==> src/rtl/rom_reader.sv <==
// Sequential scanner for the 512x8 synchronous ROM: walks from address 0 until
// the terminator byte or the last address, accumulating count, sum, min and max.
module rom_reader #(
  parameter logic [7:0] TERMINADOR = 8'hFF,
  parameter logic [8:0] ULTIMO     = 9'd511
) (
  input  logic        CLK,
  input  logic        Reset,
  input  logic        Iniciar,
  output logic [8:0]  Endereco,
  input  logic [7:0]  Dados,
  output logic        Ocupado,
  output logic        Pronto,
  output logic [9:0]  Contagem,
  output logic [16:0] Soma,
  output logic [7:0]  Minimo,
  output logic [7:0]  Maximo
);

  typedef enum logic [1:0] {
    IDLE   = 2'd0,
    ESPERA = 2'd1,
    AVALIA = 2'd2,
    FIM    = 2'd3
  } state_t;

  state_t      state_r;
  state_t      state_next_s;

  logic [8:0]  endereco_r;
  logic [8:0]  endereco_next_s;
  logic        ocupado_r;
  logic        ocupado_next_s;
  logic        pronto_r;
  logic        pronto_next_s;
  logic [9:0]  contagem_r;
  logic [9:0]  contagem_next_s;
  logic [16:0] soma_r;
  logic [16:0] soma_next_s;
  logic [7:0]  minimo_r;
  logic [7:0]  minimo_next_s;
  logic [7:0]  maximo_r;
  logic [7:0]  maximo_next_s;

  // State register
  always_ff @(posedge CLK) begin
    if (Reset) begin
      state_r <= IDLE;
    end else begin
      state_r <= state_next_s;
    end
  end

  // Next-state logic; terminator and last address both end the walk
  always_comb begin
    state_next_s = state_r;
    case (state_r)
      IDLE: begin
        if (Iniciar) begin
          state_next_s = ESPERA;
        end else begin
          state_next_s = IDLE;
        end
      end
      ESPERA: begin
        state_next_s = AVALIA;
      end
      AVALIA: begin
        if ((Dados == TERMINADOR) || (endereco_r == ULTIMO)) begin
          state_next_s = FIM;
        end else begin
          state_next_s = ESPERA;
        end
      end
      FIM: begin
        state_next_s = IDLE;
      end
      default: begin
        state_next_s = IDLE;
      end
    endcase
  end

  // Next values of the registered outputs and accumulators
  always_comb begin
    endereco_next_s = endereco_r;
    contagem_next_s = contagem_r;
    soma_next_s     = soma_r;
    minimo_next_s   = minimo_r;
    maximo_next_s   = maximo_r;
    ocupado_next_s  = (state_next_s != IDLE);
    pronto_next_s   = (state_next_s == FIM);
    case (state_r)
      IDLE: begin
        endereco_next_s = 9'd0;
        if (Iniciar) begin
          contagem_next_s = 10'd0;
          soma_next_s     = 17'd0;
          minimo_next_s   = 8'hFF;
          maximo_next_s   = 8'h00;
        end else begin
          contagem_next_s = contagem_r;
        end
      end
      AVALIA: begin
        if (Dados != TERMINADOR) begin
          contagem_next_s = contagem_r + 10'd1;
          soma_next_s     = soma_r + {9'd0, Dados};
          if (Dados < minimo_r) begin
            minimo_next_s = Dados;
          end else begin
            minimo_next_s = minimo_r;
          end
          if (Dados > maximo_r) begin
            maximo_next_s = Dados;
          end else begin
            maximo_next_s = maximo_r;
          end
          // Address stays at the last word so it never wraps to 0
          if (endereco_r != ULTIMO) begin
            endereco_next_s = endereco_r + 9'd1;
          end else begin
            endereco_next_s = endereco_r;
          end
        end else begin
          endereco_next_s = endereco_r;
        end
      end
      default: begin
        endereco_next_s = endereco_r;
      end
    endcase
  end

  // Output and accumulator registers
  always_ff @(posedge CLK) begin
    if (Reset) begin
      endereco_r <= 9'd0;
      ocupado_r  <= 1'b0;
      pronto_r   <= 1'b0;
      contagem_r <= 10'd0;
      soma_r     <= 17'd0;
      minimo_r   <= 8'hFF;
      maximo_r   <= 8'h00;
    end else begin
      endereco_r <= endereco_next_s;
      ocupado_r  <= ocupado_next_s;
      pronto_r   <= pronto_next_s;
      contagem_r <= contagem_next_s;
      soma_r     <= soma_next_s;
      minimo_r   <= minimo_next_s;
      maximo_r   <= maximo_next_s;
    end
  end

  assign Endereco = endereco_r;
  assign Ocupado  = ocupado_r;
  assign Pronto   = pronto_r;
  assign Contagem = contagem_r;
  assign Soma     = soma_r;
  assign Minimo   = minimo_r;
  assign Maximo   = maximo_r;

endmodule

==> config.mk <==
export PLATFORM = sky130hd
export DESIGN_NAME = rom_reader
export DESIGN_NICKNAME = d
export VERILOG_FILES = /design/src/rtl/rom_reader.sv
export SDC_FILE = /design/constraint.sdc
export NUM_CORES = 1
export LEC_CHECK = 0
export ABC_AREA = 0
export BUFFER_PORTS_ARGS = -buffer_cell sky130_fd_sc_hd__buf_2
export CELL_PAD_IN_SITES_DETAIL_PLACEMENT = 2
export CELL_PAD_IN_SITES_GLOBAL_PLACEMENT = 2
export CORE_MARGIN = 2
export CORE_UTILIZATION = 33
export CTS_CLUSTER_SIZE = 14
export DETAILED_ROUTE_END_ITERATION = 10
export GPL_ROUTABILITY_DRIVEN = 0
export HOLD_SLACK_MARGIN = 0.06
export PLACE_DENSITY_LB_ADDON = 0.12
export SYNTH_ARGS = -nofsm -noshare
export SYNTH_HDL_FRONTEND = slang
export SYNTH_SLANG_ARGS = --single-unit
==> constraint.sdc <==
create_clock -name CLK -period 3.17 [get_ports CLK]
set_clock_uncertainty 0.2 [all_clocks]
set_input_delay 0.4755 -clock CLK [delete_from_list [all_inputs] [get_ports CLK]]
set_output_delay 0.4755 -clock CLK [all_outputs]
set_load 0.005 [all_outputs]
==> impl_metrics.env, run 1 <==
export IMPL_dieArea_sq_mm=0.0106
export IMPL_ys_types=54
export IMPL_status="completed"
export IMPL_post_drt_wl_per_cell_microns=16.9
export IMPL_die_h_microns=103
export IMPL_drtAntennaViolNets=0
export IMPL_yosysTopAreaCell="dfxtp_1"
export IMPL_p_switching_w=0.000399
export IMPL_period_needed_ns=2.70
export IMPL_cp_max_fo=7
export IMPL_drtIter0Drc=85
export IMPL_cp_arrival_ns=2.74
export IMPL_synth_seq_cells=56
export IMPL_gr_total_overflow=0
export IMPL_vias_per_cell=5.23
export IMPL_dp_cells=561
export IMPL_min_from="Iniciar"
export IMPL_start_util_pct=33.5
export IMPL_period_share_pct=85.1
export IMPL_holdWs_ns=0.268
export IMPL_hold_viol=0
export IMPL_final_max_slew_viol_count=0
export IMPL_ys_warn_count=0
export IMPL_p_clk_share_pct=30.6
export IMPL_cts_path_max_buffers=2
export IMPL_drv_cap=0
export IMPL_setup_viol=0
export IMPL_layout_cells_non_filler=569
export IMPL_syn_to_final_growth_pct=17.3
export IMPL_internal_power_w=0.000955
export IMPL_mappedNetlistArea_sq_mm=0.00323
export IMPL_fin_nets=473
export IMPL_hold_depth=3
export IMPL_synth_most_common_cell="dfxtp_1"
export IMPL_cts_root_buffer="clkbuf_8"
export IMPL_rows=36
export IMPL_grt_pass1_vias=3123
export IMPL_antenna_found_initial=0
export IMPL_diodes=0
export IMPL_p_sw_share_pct=29.5
export IMPL_drt_first_pass_iters=4
export IMPL_fin_util_pct=39.3
export IMPL_cts_resized=0
export IMPL_coreArea_sq_mm=0.00964
export IMPL_critPathLaunchType="flop"
export IMPL_slew_headroom_pct=53.6
export IMPL_grt_max_degree=35
export IMPL_holdPathEnd="state_r[0]"
export IMPL_grt_pass1_wl_microns=15700
export IMPL_synth_sequential_area_ratio_pct=34.7
export IMPL_tns_ns=0
export IMPL_synth_top_area_share_pct=34.7
export IMPL_netlist_top_cells_count="dfxtp_1, nor2_1, a21oi_1, ha_1, inv_1"
export IMPL_r2r_end="Soma[16]"
export IMPL_min_path_type="input pin to flop"
export IMPL_leakage_nw=1.64
export IMPL_rsz0062_at_grt="no"
export IMPL_holdBufCountCts=0
export IMPL_synth_area_leaders="dfxtp_1, ha_1, nor2_1"
export IMPL_yosys_most_used_dff="dfxtp_1"
export IMPL_synth_avg_cell_area_sq_um=8.65
export IMPL_postCtsSetupRepairBufs=0
export IMPL_io_buffers=64
export IMPL_die_w_microns=103
export IMPL_combPwrFrac_pct=15.2
export IMPL_ys_async_sr_fraction_pct=0
export IMPL_wirelength_microns=9600
export IMPL_synth_edf_count=0
export IMPL_worstSetupPathType="flop to flop"
export IMPL_reg2regPathDepth=8
export IMPL_track_usage_pct=18.8
export IMPL_end_kind="flop"
export IMPL_reg2reg_from="Soma[0]"
export IMPL_required_ns=3.21
export IMPL_cts_clk_slew_worst_paths_ns=0.12
export IMPL_tightest_slew_ns=0.679
export IMPL_cts_made_buffers=5
export IMPL_syn_inst=373
export IMPL_dpl_hpwl_microns=7270
export IMPL_cts_max_level=2
export IMPL_power_frac_seq_pct=54.2
export IMPL_r2r_slack_ns=0.47
export IMPL_clock_sinks=56
export IMPL_fmax_mhz=371
export IMPL_nFillCells=1151
export IMPL_drive_above_1_share_pct=20.4
export IMPL_worstSkewPairLatency_ns=0.32
export IMPL_vias=2974
export IMPL_syn_num_nets=411
export IMPL_peakVddDrop_v=0.000212
export IMPL_cts_tree="done"
export IMPL_power_density_mw_per_mm2=358
export IMPL_io_pins=65
export IMPL_drc_errors=0
[registers in the layout, indices dropped and copies added (netlist names)]
register / cells
Endereco: 9
Ocupado: 1
Maximo: 8
Pronto: 1
Contagem: 10
Minimo: 8
state_r: 2
Soma: 17
[power groups by stage]
stage	Sequential, W	Combinational (W)	Clock, W
after floorplan	0.000745	0.000135	0
after detailed placement	0.000750	0.000209	0
after CTS	0.000734	0.000211	0.000432
after global placement	0.000749	0.000203	0
after global routing	0.000737	0.000232	0.000464
final	0.000733	0.000207	0.000414
[stage by stage]
step	worst slack [ns]	total power (W)	instance area, sq um
CTS	0.452	0.00138	3790
detailed placement	0.243	0.000960	3700
global placement	0.311	0.000952	3700
global route	0.201	0.00143	3790
finish	0.473	0.00135	3790
floorplan	0.773	0.000880	3230
[layer usage]
layer | vias up | share of wire, % | global-route usage [%]
met5 | - | 0 | 0
met4 | 0 | 0.81 | 3.34
met3 | 6 | 3.1 | 2.37
met2 | 51 | 49 | 34.1
met1 | 1464 | 47 | 24.1
li1 | 1453 | - | -
[cell families (layout without fill, tap and decap cells)]
group / count (synthesis) / after routing / share of synthesized area [%]
DFF: 56 / 56 / 34.7
muxes: 18 / 18 / 5.58
xor gates and xnor gates: 16 / 16 / 4.34
adders and majority gates: 27 / 27 / 10.7
and+or+nand+nor: 136 / 136 / 21.3
AOI/OAI and AO/OA: 81 / 81 / 18.6
buffers and inverters: 39 / 102 / 4.69
[worst max-delay path by stage]
stage	from	endpoint	slack, ns	cells after the start
2_1_floorplan	Dados[0]	Soma[16]	0.77	8
3_3_place_gp	Dados[0]	Soma[16]	0.31	9
3_5_place_dp	Dados[0]	Soma[16]	0.24	9
4_1_cts	Soma[0]	Soma[16]	0.45	8
5_1_grt	Soma[0]	Soma[16]	0.20	8
6_report	Soma[0]	Soma[16]	0.47	8
[worst max-delay path: stages (launching register included)]
cell	delay [ns]
dfxtp_1	0.40
ha_1	0.19
inv_1	0.05
fa_1	0.38
nand2b_1	0.20
a211oi_1	0.36
o22ai_1	0.29
or3_1	0.40
a21oi_1	0.15
[layout make-up]
cell class	count	area [sq um]	area share, %
multi-input cells	278	1960	51.6
repair buffers	70	365	9.65
flip-flops and latches	56	1120	29.6
inverters	24	90.1	2.38
clock inverters	2	16.3	0.429
clock buffers	6	72.6	1.92
well taps	133	166	4.39
[layout by cell type (no fill, tap or decap), types with 6 or more instances in the layout]
master	instances
a211oi_1	6
a21oi_1	26
a31oi_1	6
buf_2	64
buf_4	6
dfxtp_1	56
ha_1	26
inv_1	24
mux2i_1	18
nand2_1	19
nand2b_1	11
nand3_1	14
nand4_1	8
nor2_1	50
o21ai_0	9
or3_1	13
xnor2_1	11
Note: power is estimated with default switching activity, not from simulation.
==> run 2: changes to the inputs <==
==> constraint.sdc (replaced) <==
create_clock -name CLK -period 3.17 [get_ports CLK]
set_clock_uncertainty 0.2 [all_clocks]
set_input_delay 0.634 -clock CLK [delete_from_list [all_inputs] [get_ports CLK]]
set_output_delay 0.634 -clock CLK [all_outputs]
set_load 0.005 [all_outputs]
==> impl_metrics.env, run 2 (synthesis results as in run 1) <==
export IMPL_status="completed"
export IMPL_final_max_slew_viol_count=0
export IMPL_cts_clk_slew_worst_paths_ns=0.11
export IMPL_tns_ns=0
export IMPL_fin_nets=476
export IMPL_drt_first_pass_iters=4
export IMPL_tightest_slew_ns=0.689
export IMPL_slew_headroom_pct=52.9
export IMPL_vias=2975
export IMPL_clock_sinks=56
export IMPL_final_common_cell="buf_2"
export IMPL_worstSetupPathType="input pin to flop"
export IMPL_cts_resized=0
export IMPL_critPathLaunchType="input pin"
export IMPL_layout_cells_non_filler=572
export IMPL_start_util_pct=33.5
export IMPL_cts_max_level=2
export IMPL_r2r_end="Soma[10]"
export IMPL_antenna_found_initial=0
export IMPL_end_kind="flop"
export IMPL_fin_util_pct=39.5
export IMPL_cts_root_buffer="clkbuf_8"
export IMPL_dpl_hpwl_microns=7440
export IMPL_reg2reg_from="Soma[0]"
export IMPL_diodes=0
export IMPL_holdBufCountCts=0
export IMPL_coreArea_sq_mm=0.00964
export IMPL_io_buffers=64
export IMPL_drtIter0Drc=87
export IMPL_cp_arrival_ns=2.80
export IMPL_vias_per_cell=5.20
export IMPL_dieArea_sq_mm=0.0106
export IMPL_largest_register_ffs=17
export IMPL_cts_path_max_buffers=2
export IMPL_reg2regPathDepth=8
export IMPL_grt_pass1_vias=3089
export IMPL_worstSkewPairLatency_ns=0.32
export IMPL_drv_cap=0
export IMPL_period_needed_ns=2.75
export IMPL_leakage_nw=1.65
export IMPL_dp_cells=564
export IMPL_min_from="Endereco[7]"
export IMPL_power_density_mw_per_mm2=359
export IMPL_period_share_pct=86.6
export IMPL_grt_pass1_wl_microns=15900
export IMPL_cts_tree="done"
export IMPL_cp_max_fo=7
export IMPL_nFillCells=1157
export IMPL_fmax_mhz=364
export IMPL_cts_made_buffers=5
export IMPL_rows=36
export IMPL_mostFrequentLayoutCells="buf_2, dfxtp_1, nor2_1"
export IMPL_gr_total_overflow=0
export IMPL_syn_to_final_growth_pct=18.0
export IMPL_setup_viol=0
export IMPL_drtAntennaViolNets=0
export IMPL_min_path_type="flop to flop"
export IMPL_wirelength_microns=9780
export IMPL_hold_depth=2
export IMPL_grt_max_degree=22
export IMPL_die_w_microns=103
export IMPL_die_h_microns=103
export IMPL_holdPathEnd="Endereco[7]"
export IMPL_track_usage_pct=19.2
export IMPL_rsz0062_at_grt="no"
export IMPL_post_drt_wl_per_cell_microns=17.1
export IMPL_peakVddDrop_v=0.000181
export IMPL_r2r_slack_ns=0.47
export IMPL_hold_viol=0
export IMPL_drc_errors=0
export IMPL_postCtsSetupRepairBufs=0
export IMPL_drive_above_1_share_pct=21.0
export IMPL_io_pins=65
export IMPL_required_ns=3.22
run 2: cell types whose count changed in the layout (fill, tap and decap cells not counted), sizes merged:
| cell | previous run | this run |
|---|---|---|
| buf | 70 | 73 |
run 2: layer usage:
metal,share of wire [%],GRT usage [%],up-vias
li1,-,-,1457
met1,47,24.9,1462
met2,50,34.3,50
met3,3.0,2.58,6
met4,0.63,3.44,0
met5,0,0,-
run 2: where the power goes:
part	total, W	internal (W)	switching [W]
combinational	0.000213	0.0000831	0.000130
clock	0.000420	0.000159	0.000262
sequential	0.000734	0.000718	0.0000162
run 2: critical path: stages:
cell	delay, ns
buf_2	0.14
ha_1	0.19
inv_1	0.06
fa_1	0.38
nand2b_1	0.19
a211oi_1	0.36
o22ai_1	0.30
or3_1	0.38
a21oi_1	0.16
run 2: how the worst max path moves through the flow:
stage | depth (start not counted) | startpoint | endpoint
3_3_place_gp | 9 | Dados[0] | Soma[16]
4_1_cts | 9 | Dados[0] | Soma[16]
3_5_place_dp | 9 | Dados[0] | Soma[16]
6_report | 9 | Dados[0] | Soma[10]
2_1_floorplan | 8 | Dados[0] | Soma[16]
5_1_grt | 9 | Dados[0] | Soma[16]
run 2: layout make-up:
type	count	area, sq um	share of cell area [%]
flip-flops and latches	56	1120	29.4
clock buffers	6	72.6	1.90
multi-input cells	278	1960	51.3
well taps	133	166	4.37
inverters	24	90.1	2.36
repair buffers	73	388	10.2
clock inverters	2	16.3	0.427
run 2: stage by stage:
| stage | area (sq um) | total power, W | setup WS (ns) | hold WS [ns] |
|---|---|---|---|---|
| 2_1_floorplan | 3230 | 0.000880 | 0.615 | 0.264 |
| 3_3_place_gp | 3720 | 0.000957 | 0.156 | 0.279 |
| 3_5_place_dp | 3720 | 0.000966 | 0.110 | 0.288 |
| 4_1_cts | 3810 | 0.00139 | 0.440 | 0.305 |
| 5_1_grt | 3810 | 0.00144 | 0.254 | 0.336 |
| 6_report | 3810 | 0.00137 | 0.424 | 0.299 |
